**config.mk**
```make
export PLATFORM = sky130hd
export DESIGN_NAME = uart_packet_loader
export DESIGN_NICKNAME = d
export VERILOG_FILES = /design/src/rtl/uart_packet_loader.sv
export SDC_FILE = /design/constraint.sdc
export NUM_CORES = 1
export LEC_CHECK = 0
export CAP_MARGIN = 10
export CORE_ASPECT_RATIO = 0.8
export CORE_UTILIZATION = 38
export CTS_CLUSTER_DIAMETER = 120
export DETAILED_ROUTE_END_ITERATION = 16
export PLACE_DENSITY = 0.54
export SLEW_MARGIN = 10
export SYNTH_ARGS = -nofsm -noshare
export SYNTH_HDL_FRONTEND = slang
export SYNTH_SLANG_ARGS = --single-unit
```
**constraint.sdc**
```tcl
create_clock -name i_Clock -period 2.8 [get_ports i_Clock]
set_input_delay 0.84 -clock i_Clock [delete_from_list [all_inputs] [get_ports i_Clock]]
set_output_delay 0.84 -clock i_Clock [all_outputs]
set_load 0.01 [all_outputs]
```
**src/rtl/uart_packet_loader.sv**
```systemverilog
// rtl/uart_packet_loader.sv - frames UART bytes (A5 CMD ADDR[4] LEN[2] DATA CSUM) into byte memory writes
// Optional ACK/NAK reply over UART TX when UART_LOADER_ACK_EN is defined.
module uart_packet_loader #(
  parameter int          ADDR_WIDTH   = 32,
  parameter int          TIMEOUT_CLKS = 86800,
  parameter logic [7:0]  CMD_WRITE    = 8'h01
) (
  input  logic                  i_Clock,
  input  logic                  i_Reset_n,
`ifdef UART_LOADER_ACK_EN
  output logic                  o_Tx_DV,
  output logic [7:0]            o_Tx_Byte,
  input  logic                  i_Tx_Active,
`endif
  input  logic                  i_Rx_DV,
  input  logic [7:0]            i_Rx_Byte,
  output logic                  o_Mem_Wr_En,
  output logic [ADDR_WIDTH-1:0] o_Mem_Addr,
  output logic [7:0]            o_Mem_Data,
  input  logic                  i_Mem_Ready,
  output logic                  o_Busy,
  output logic                  o_Done,
  output logic                  o_Error,
  output logic [1:0]            o_Error_Code
);

  localparam logic [7:0] SYNC_BYTE = 8'hA5;
  localparam int         TW        = $clog2(TIMEOUT_CLKS + 1);
  localparam logic [TW-1:0] TIMER_LAST = TW'(TIMEOUT_CLKS - 1);

  typedef enum logic [2:0] {
    S_IDLE, S_CMD, S_ADDR, S_LEN, S_DATA, S_CSUM, S_DRAIN
  } state_t;

  state_t                  state, state_nxt;
  logic [1:0]              byte_idx;
  logic [31:0]             addr_sh;
  logic [7:0]              len_lo;
  logic [15:0]             remaining;
  logic [ADDR_WIDTH-1:0]   ptr;
  logic [7:0]              sum;
  logic [TW-1:0]           timer;

  logic                    err_fire, done_fire, wr_fire, accept, timeout;
  logic [1:0]              err_code_nxt;

  assign accept  = o_Mem_Wr_En && i_Mem_Ready;
  assign timeout = (state != S_IDLE) && !i_Rx_DV && (timer == TIMER_LAST);
  assign o_Busy  = (state != S_IDLE);

  always_comb begin
    state_nxt    = state;
    err_fire     = 1'b0;
    err_code_nxt = o_Error_Code;
    done_fire    = 1'b0;
    wr_fire      = 1'b0;
    case (state)
      S_IDLE:
        if (i_Rx_DV && i_Rx_Byte == SYNC_BYTE) state_nxt = S_CMD;
      S_CMD:
        if (i_Rx_DV) begin
          if (i_Rx_Byte == CMD_WRITE) begin
            state_nxt = S_ADDR;
          end else begin
            err_fire     = 1'b1;
            err_code_nxt = 2'b00;
          end
        end
      S_ADDR:
        if (i_Rx_DV && byte_idx == 2'd3) state_nxt = S_LEN;
      S_LEN:
        if (i_Rx_DV && byte_idx == 2'd1)
          state_nxt = ({i_Rx_Byte, len_lo} == 16'd0) ? S_CSUM : S_DATA;
      S_DATA:
        if (i_Rx_DV) begin
          // a byte landing on the acceptance edge is fine; only a stalled write overruns
          if (o_Mem_Wr_En && !i_Mem_Ready) begin
            err_fire     = 1'b1;
            err_code_nxt = 2'b11;
          end else begin
            wr_fire = 1'b1;
            if (remaining == 16'd1) state_nxt = S_CSUM;
          end
        end
      S_CSUM:
        if (i_Rx_DV) state_nxt = S_DRAIN;
      S_DRAIN:
        if (!o_Mem_Wr_En || i_Mem_Ready) begin
          if (sum == 8'h00) begin
            done_fire = 1'b1;
            state_nxt = S_IDLE;
          end else begin
            err_fire     = 1'b1;
            err_code_nxt = 2'b10;
          end
        end
      default: state_nxt = S_IDLE;
    endcase
    if (timeout && !done_fire && !err_fire) begin
      err_fire     = 1'b1;
      err_code_nxt = 2'b01;
    end
    if (err_fire) state_nxt = S_IDLE;
  end

  always_ff @(posedge i_Clock or negedge i_Reset_n) begin
    if (!i_Reset_n) begin
      state        <= S_IDLE;
      byte_idx     <= '0;
      addr_sh      <= '0;
      len_lo       <= '0;
      remaining    <= '0;
      ptr          <= '0;
      sum          <= '0;
      timer        <= '0;
      o_Mem_Wr_En  <= 1'b0;
      o_Mem_Addr   <= '0;
      o_Mem_Data   <= '0;
      o_Done       <= 1'b0;
      o_Error      <= 1'b0;
      o_Error_Code <= 2'b00;
    end else begin
      state   <= state_nxt;
      o_Done  <= done_fire;
      o_Error <= err_fire;
      if (err_fire) o_Error_Code <= err_code_nxt;

      if (i_Rx_DV || state_nxt == S_IDLE) timer <= '0;
      else                                timer <= timer + 1'b1;

      if (state_nxt != state)                            byte_idx <= '0;
      else if (i_Rx_DV && (state == S_ADDR || state == S_LEN)) byte_idx <= byte_idx + 1'b1;

      // SYNC is excluded from the sum; everything from CMD through CSUM is included
      if (state == S_IDLE)  sum <= '0;
      else if (i_Rx_DV && state != S_DRAIN) sum <= sum + i_Rx_Byte;

      if (i_Rx_DV && state == S_ADDR) addr_sh <= {i_Rx_Byte, addr_sh[31:8]};
      if (i_Rx_DV && state == S_LEN) begin
        if (byte_idx == 2'd0) len_lo    <= i_Rx_Byte;
        else                  remaining <= {i_Rx_Byte, len_lo};
      end

      if (state == S_LEN) ptr <= addr_sh[ADDR_WIDTH-1:0];
      else if (wr_fire)   ptr <= ptr + 1'b1;
      if (wr_fire) remaining <= remaining - 16'd1;

      if (err_fire) begin
        o_Mem_Wr_En <= 1'b0;
      end else if (wr_fire) begin
        o_Mem_Wr_En <= 1'b1;
        o_Mem_Addr  <= ptr;
        o_Mem_Data  <= i_Rx_Byte;
      end else if (accept) begin
        o_Mem_Wr_En <= 1'b0;
      end
    end
  end

`ifdef UART_LOADER_ACK_EN
  logic       resp_pending;
  logic [7:0] resp_byte;

  // one-deep response slot; a newer status overwrites an unsent one
  always_ff @(posedge i_Clock or negedge i_Reset_n) begin
    if (!i_Reset_n) begin
      resp_pending <= 1'b0;
      resp_byte    <= '0;
      o_Tx_DV      <= 1'b0;
      o_Tx_Byte    <= '0;
    end else begin
      o_Tx_DV <= 1'b0;
      if (o_Done || o_Error) begin
        resp_pending <= 1'b1;
        resp_byte    <= o_Done ? 8'h06 : 8'h15;
      end else if (resp_pending && !i_Tx_Active && !o_Tx_DV) begin
        o_Tx_DV      <= 1'b1;
        o_Tx_Byte    <= resp_byte;
        resp_pending <= 1'b0;
      end
    end
  end
`endif

endmodule

```
Yosys cells after proc, flatten, opt, wreduce, memory -nomap -nowiden
Cells that the tools add are included.
{ "op_classes": {"mux": 49, "n_reduce_logical": 37, "n_bitwise": 1, "addsub": 5, "eq_ne": 21} }
{ "op_table": {"columns": ["operator", "n"], "rows": [
  ["32-bit two-way mux", 2],
  ["16-bit two-way mux", 3],
  ["3-bit two-way mux", 12],
  ["32-bit by 1-bit adder with 32-bit output, second input constant", 1],
  ["3-bit != test, second input constant", 7],
  ["3-bit case mux with 7 select lines", 1],
  ["2-bit two-way mux", 9],
  ["17-bit by 1-bit adder with 17-bit output, second input constant", 1],
  ["17-bit == test, second input constant", 1],
  ["1-bit two-way mux", 17],
  ["17-bit two-way mux", 1],
  ["16-bit by 1-bit == test with 1-bit output, second input constant", 1],
  ["16-bit logical NOT", 1],
  ["8-bit two-way mux", 2],
  ["16-bit by 1-bit subtractor with 16-bit output, second input constant", 1],
  ["1-bit logical AND", 13],
  ["3-bit == test, second input constant", 3],
  ["8-bit adder", 1],
  ["8-bit by 1-bit == test with 1-bit output, second input constant", 1],
  ["8-bit == test, second input constant", 1],
  ["8-bit logical NOT", 1],
  ["8-bit AND reduction", 1],
  ["2-bit nonzero test", 4],
  ["3-bit by 2-bit == test with 1-bit output, second input constant", 2],
  ["16 further kinds", 26]
]} }
{ "word_totals": {"out_inout_bits": 46, "elab_cells": 127, "inputBits": 12, "register_bits": 163} }

Longest topological paths before layout
{ "logic_depth": {"word_depth": 12, "mapped_depth": 9, "mapped_depth_nobuf": 8} }

Worst setup path after synthesis
OpenSTA, ideal clock, no wires.
{ "synth_path": {"path_kind": "input port to flip-flop", "from": "input port i_Rx_DV", "to": "register timer[10]", "setup_time_ps": 121, "arrival_ps": 2465, "n_path_buf": 3, "required_ps": 2679, "setup_slack_ps": 213, "path_stages": 9, "path_cell_list": "clkbuf_1 > nor4bb_1 > clkbuf_1 > nand2_1 > o211ai_1 > a311o_2 > o311ai_4 > buf_2 > nor2_1"} }
{ "synth_via": {"elab_chain_cells": 10, "elab_cells_between_ends": 24, "classes_between": "mux (13); reduce/logical (11)"} }
{ "synth_lines": {"columns": ["item", "line_no", "source"], "rows": [
  ["from (decl)", "15", "input logic i_Rx_DV,"],
  ["parallel branches: the longest is 8 deep, another holds 1-bit case mux with 3 select lines", null, null],
  ["1-bit logical OR (*)", "128", "if (i_Rx_DV || state_nxt == S_IDLE) timer <= '0;"],
  ["17-bit two-way mux (*)", "128", null],
  ["to (signal assigned)", "129", "else timer <= timer + 1'b1;"],
  ["to (decl)", "42", "logic [TW-1:0] timer;"]
]} }
Every way passes the cells marked *.
A chain may end at the register's enable or synchronous reset.

Worst setup path after layout
{ "layout_path": {"from": "input port i_Rx_Byte[1]", "to": "register timer[3]"} }
{ "layout_via": {"elab_chain_cells": 11, "elab_cells_between_ends": 20, "classes_between": "eq/ne (2); mux (12); reduce/logical (6)"} }
{ "layout_lines": {"columns": ["item", "line_no", "source"], "rows": [
  ["from (decl)", "16", "input logic [7:0] i_Rx_Byte,"],
  ["8-bit by 1-bit == test with 1-bit output", "62", "if (i_Rx_Byte == CMD_WRITE) begin"],
  ["1-bit two-way mux", "62", null],
  ["1-bit two-way mux", "61", "if (i_Rx_DV) begin"],
  ["1-bit case mux with 3 select lines", "57", "case (state)"],
  ["1-bit logical NOT", "99", "if (timeout && !done_fire && !err_fire) begin"],
  ["1-bit logical AND", "99", null],
  ["1-bit two-way mux", "99", null],
  ["3-bit two-way mux (*)", "103", "if (err_fire) state_nxt = S_IDLE;"],
  ["3-bit logical NOT (*)", "128", null],
  ["1-bit logical OR (*)", "128", null],
  ["17-bit two-way mux (*)", "128", null]
]} }
Mark *: on every way between the ends. The rest lies on a longest branch, timed or not.

==> impl_metrics.tcl <==
set metrics [dict create \
    netlist.area_leader.share 0.520 \
    crit_path_max_fanout 17 \
    period_needed_ns 2.68 \
    crit_type "in2reg" \
    p_leak_uw 0.00449 \
    total_power_uw 5870 \
    ys.flop_type "dfrtp_1" \
    clk_latency_ns 0.42 \
    clk_pin_slew_worst_paths_ns 0.06 \
    drv_slew 0 \
    fill_cells 1878 \
    syn_nets 823 \
    finalHoldViolations 0 \
    vias 6356 \
    synth_seq_cells 163 \
    ctsHoldBuffers 0 \
    clock_sinks 163 \
    p_sw_frac 0.279 \
    dieArea_um2 21200 \
    required_ns 3.15 \
    grt.overflow.total 0 \
    drt_iter0_drc 590 \
    crit_path_end_kind "flop" \
    startpoint_type "input pin" \
    firstDrtPassIters 8 \
    synth_edf_count 0 \
    num-nets-final 930 \
    clock-skew-final_ns 0.00918 \
    ys_warn_count 0 \
    hold_path.class "in2async" \
    final_area_um2 9740 \
    fp.dieH_um 131 \
    setup_viol 0 \
    yosysTopAreaCell "dfrtp_1" \
    async_flop_share 1.00 \
    p_int_uw 4240 \
    fp.dieW_um 163 \
    n_antenna_cell 0 \
    cts_buffers 17 \
    initial_core_util 0.392 \
    h-tree-depth 4 \
    dp_hpwl_mm 14.8 \
    outcome "finished clean" \
    pwr-share-comb 0.175 \
    dpl-instance-area_um2 9220 \
    viasPerCell 5.40 \
    peakVddDrop_uv 282 \
    pwr-share-seq 0.463 \
    antenna_left 0 \
    p_sw_uw 1640 \
    syn_avg_cell_area_um2 9.86 \
    synth_cell_types 64 \
    layout-drive-gt1-share 0.164 \
    port_buffers 57 \
    tightest_slew_ns 0.694 \
    wire_per_inst_um 17.7 \
    grt_pass1_wl_mm 33.8 \
    drc 0 \
    netlist_area_um2 7850 \
    yosys-top-cells-area "dfrtp_1, nand2_1, mux2_2, nor2_1, ha_1" \
    area_delta_synth_final_pct 24.2 \
    post-route-util 0.486 \
    io_pins 58 \
    grtUsageTotal 0.208 \
    fmaxAchievable_ghz 0.373 \
    ys_seq_area_frac 0.520 \
    rsz0062_at_grt "false" \
    cap_violations 0 \
    setup_tns_ns 0 \
    place_congestion 0.854 \
    max-slew-margin-rel 0.533 \
    power_density_nw_per_um2 603 \
    grt_pass1_vias 6216 \
    rows 46 \
    worstPathArrival_ns 3.03 \
    finalCritPeriodShare 0.957 \
    antenna_found_initial 0 \
    cts_buffer_depth 2 \
    wirelength_mm 20.8 \
    cts_tree "done" \
    grt_max_degree 48 \
    netlist_instances 796 \
    pwr-share-clk 0.363 \
    coreArea_um2 20000 \
    timing.hold.ws_ns 0.365 \
    r2r_slack_ns 0.31 \
    clockRootBuffer "clkbuf_16" \
]
[cell usage in the layout (no fill, tap or decap), types with 6 or more instances in the layout]
cell type and n:
nand2_1 192, dfrtp_1 163, buf_4 60, clkdlybuf4s50_1 56, nor2_1 55, mux2_2 40, o21ai_0 35, nand3_1 29
a21oi_1 19, clkbuf_16 17, xor2_1 16, o211ai_1 15, o311ai_0 14, ha_1 14, inv_1 13, nor3_1 12
xnor2_1 12, nor4_1 10, nand4_1 10, and3_1 10, a221o_1 9, a22o_1 7, buf_12 7, a31oi_1 6
[power by group through the flow]
stage	Sequential, uW	Combinational, uW	Clock [uW]
finish	2720	1030	2130
global route	2740	1150	2290
CTS	2710	1030	2190
detailed placement	2750	1020	0
global placement	2740	1000	0
floorplan	2690	633	0
[Yosys cell counts (all sizes together) (5+ instances only)]
library cell / number
a21oi: 19
a221o: 9
a22o: 7
a31oi: 6
and2: 5
and3: 11
buf: 8
clkbuf: 28
dfrtp: 163
ha: 14
inv: 13
mux2: 40
nand2: 192
nand3: 30
nand4: 10
nor2: 56
nor3: 13
nor4: 12
o211ai: 15
o21ai: 36
o311ai: 15
or4: 5
xnor2: 12
xor2: 16
[state kept, by name, indices dropped and copies added, names as in the netlist, 2 cells and up]
signal / flops
timer: 17
byte_idx: 2
len_lo: 8
o_Error_Code: 2
o_Mem_Addr: 32
remaining: 16
sum: 8
o_Mem_Data: 8
state: 3
ptr: 32
addr_sh: 32
[layer usage]
metal	wire length, um	share of wire	track usage
met1	11000	0.53	0.320
met2	8620	0.41	0.292
met3	999	0.048	0.0448
met4	192	0.0092	0.0550
met5	0	0	0
[path summary, 6_finish.rpt]
check	from	endpoint	depth (start not counted)
setup / recovery	i_Rx_Byte[1]	timer[3]	8
hold / removal	i_Reset_n	sum[0]	1
setup reg to reg	remaining[7]	timer[3]	7
hold reg to reg	timer[0]	timer[0]	1
max in group asynchronous	i_Reset_n	ptr[19]	2
min in group i_Clock	timer[0]	timer[0]	1
[cell type report]
type                            instances  area (um2)  area share
Clock inverter                          4        26.3     0.00270
Tap cell                              264         330      0.0339
Inverter                               13        48.8     0.00501
Multi-Input combinational cell        584        3600       0.370
Timing Repair Buffer                  124        1160       0.119
Sequential cell                       163        4080       0.419
Clock buffer                           25         495      0.0509
[stage by stage]
| stage | cells | setup slack [ns] |
|---|---|---|
| 2_1_floorplan | 796 | 0.213 |
| 6_report | 1177 | 0.121 |
| 4_1_cts | 1177 | 0.126 |
| 3_3_place_gp | 1148 | -0.267 |
| 3_5_place_dp | 1148 | -0.303 |
| 5_1_grt | 1177 | 0.0147 |
[kinds of logic (layout without fill, tap and decap cells)]
group | Yosys count | count (layout) | synth area share
AO/OA/AOI/OAI | 136 | 136 | 0.123
XOR/XNOR | 28 | 28 | 0.0313
adder cells (fa/ha/maj) | 15 | 15 | 0.0249
buffers and inverters | 49 | 166 | 0.0260
flip-flops | 163 | 163 | 0.520
multiplexers | 41 | 41 | 0.0587
AND/OR/NAND/NOR | 364 | 364 | 0.216
[critical path, stage by stage]
cell and delay (ns):
clkdlybuf4s50_1 0.62, nand4bb_1 0.29, or4_1 0.48, a21oi_1 0.20
a311o_2 0.18, o311ai_4 0.12, buf_12 0.18, nor2_1 0.11
[repair_timing]
| item | in CTS | in global routing |
|---|---|---|
| setup endpoints to repair | 0 | 1 |
| gates resized for setup | 0 | 1 |
| buffers inserted | 0 | 0 |
Power figures use the tool's default switching activity.
==> variant (config.mk and constraints unchanged) <==
The option `UART_LOADER_ACK_EN` is turned on by a define.
--- a/src/rtl/uart_packet_loader.sv
+++ b/src/rtl/uart_packet_loader.sv
@@ -1,4 +1,6 @@
 // rtl/uart_packet_loader.sv - frames UART bytes (A5 CMD ADDR[4] LEN[2] DATA CSUM) into byte memory writes
 // Optional ACK/NAK reply over UART TX when UART_LOADER_ACK_EN is defined.
+`define UART_LOADER_ACK_EN
+
 module uart_packet_loader #(
   parameter int          ADDR_WIDTH   = 32,
Interface: changed (added i_Tx_Active, o_Tx_Byte and o_Tx_DV); port bits go from 58 to 68. No check against the original RTL was run, so the function may have changed too.
==> variant against the unedited design <==
- combinational power is 13% higher
- worst setup slack better by 0.019 ns
- largest cell class unchanged
- sequential cell count is 8 higher
- synthesized area is 7.7% higher
- routed wire length is 2.2% higher
- clock skew is 0.0018 ns higher
- cell area is 8.4% higher
- power is 12% higher
==> variant: results <==
[global_routing]
grt_max_degree = 47
antenna_found_initial = 0
grt_usage_pct = 19.93
first_global_vias = 6431
grt_pass1_wl_um = 35310

[cells_and_area]
seqCellArea_um2 = 4279
n_all_inverters = 16
fillers = 2032
area_share_nonclk_buffers_pct = 12.40
n_all_buffers = 145
num-multi-input-gates = 625
drive_above_1_share_pct = 18.26
reg_top3 = "addr_sh x32, o_Mem_Addr x32, ptr x32"
largest_cell_class = "flip-flops and latches"
multi_input_area_share_pct = 36.77
clock_buffers = 22
nets = 1004
clock_area_share_pct = 6.184

[synth]
synth_commonest_cells = "nand2_1 (205), dfrtp_1 (171), nor2_1 (45)"
synth.distinct_cells = 73
synth_seq_area_share_pct = 50.65
synth.area.top_cells = "dfrtp_1 (51%), nand2_1 (9.1%), mux2_2 (5.5%), nand3_1 (2.2%), ha_1 (2.1%)"

[timing]
slew_headroom_pct = 25.31
finClkSkew_ns = 0.01103
timing.fmax_mhz = 375.9

[cts]
clkTransAtPathRegs_ns = 0.07
root_buffer = "clkbuf_16"
clock-sinks = 171

[worst_setup_path]
r2r_slack_ns = 0.45
worstReg2RegStart = "ptr[10]"
crit_end = "timer[2]"
max_stage_delay_ns = 0.54
worstReg2RegEnd = "ptr[30]"
crit_start = "i_Rx_Byte[3]"
r2r_cells = 6

[placement]
hpwl_um = 14910
gp_congestion = 0.8366
dpl_worst_slack_ns = -0.3240
port_buffers = 63

[pwr]
ir_drop_uv = 345.5
leakage_nw = 4.782
p_sw_w = 0.001703

[drt]
vias = 6667
wire_per_inst_um = 16.56
drt-initial-drc-count = 394
drt_first_pass_iters = 5

[hold_path]
hp-class = "input pin to asynchronous set/reset pin"

[status]
outcome = "completed"
==> variant: routing by layer <==
metal  part of all wire [%]  vias up  track usage, %  wire length, µm
met5                      0        -               0                0
met4                   0.96        0           6.616              205
met3                    4.6       14           3.155              976
met2                     41      160           27.89             8785
met1                     53     3241           30.90            11330
li1                       -     3252               -                -
==> variant: timing repair <==
item	in CTS	in global routing
setup buffers	0	0
endpoints found under the setup margin	0	5
gates resized for setup	0	3
==> variant: metrics by stage <==
stage | std cells | area (µm²) | hold slack, ns | utilization [%]
after floorplan | 865 | 8459 | 0.4304 | -
after global placement | 1257 | 9899 | 0.4510 | 45.66
after detailed placement | 1257 | 9899 | 0.4507 | 45.66
after CTS | 1286 | 10550 | 0.3525 | 48.67
after global routing | 1286 | 10560 | 0.3648 | 48.71
final | 1286 | 10560 | 0.3440 | 48.71
==> variant: power by group through the flow <==
stage	logic (W)	clock network (W)	registers, W
final	0.00116	0.00268	0.00274
after global placement	0.00115	0	0.00279
after global routing	0.00128	0.00283	0.00277
after detailed placement	0.00115	0	0.00279
after floorplan	0.000687	0	0.00274
after CTS	0.00116	0.00274	0.00274
==> variant: cells by family (layout without fill, tap and decap cells) <==
| family | after synthesis | count (layout) | share of synthesized area (%) |
|---|---|---|---|
| and+or+nand+nor | 407 | 407 | 23.76 |
| DFF | 171 | 171 | 50.65 |
| AOI/OAI and AO/OA | 126 | 126 | 10.44 |
| buffers and inverters | 69 | 190 | 3.895 |
| muxes | 45 | 45 | 5.998 |
| xor gates and xnor gates | 28 | 28 | 2.903 |
| adders and majority gates | 15 | 15 | 2.310 |
| other | 1 | 4 | 0.04439 |
==> variant: worst max-delay path, delay by kind of cell <==
family	cells	cell delay, ns
buf+inv	2	0.71
compound gates	3	0.60
simple gates	3	0.79
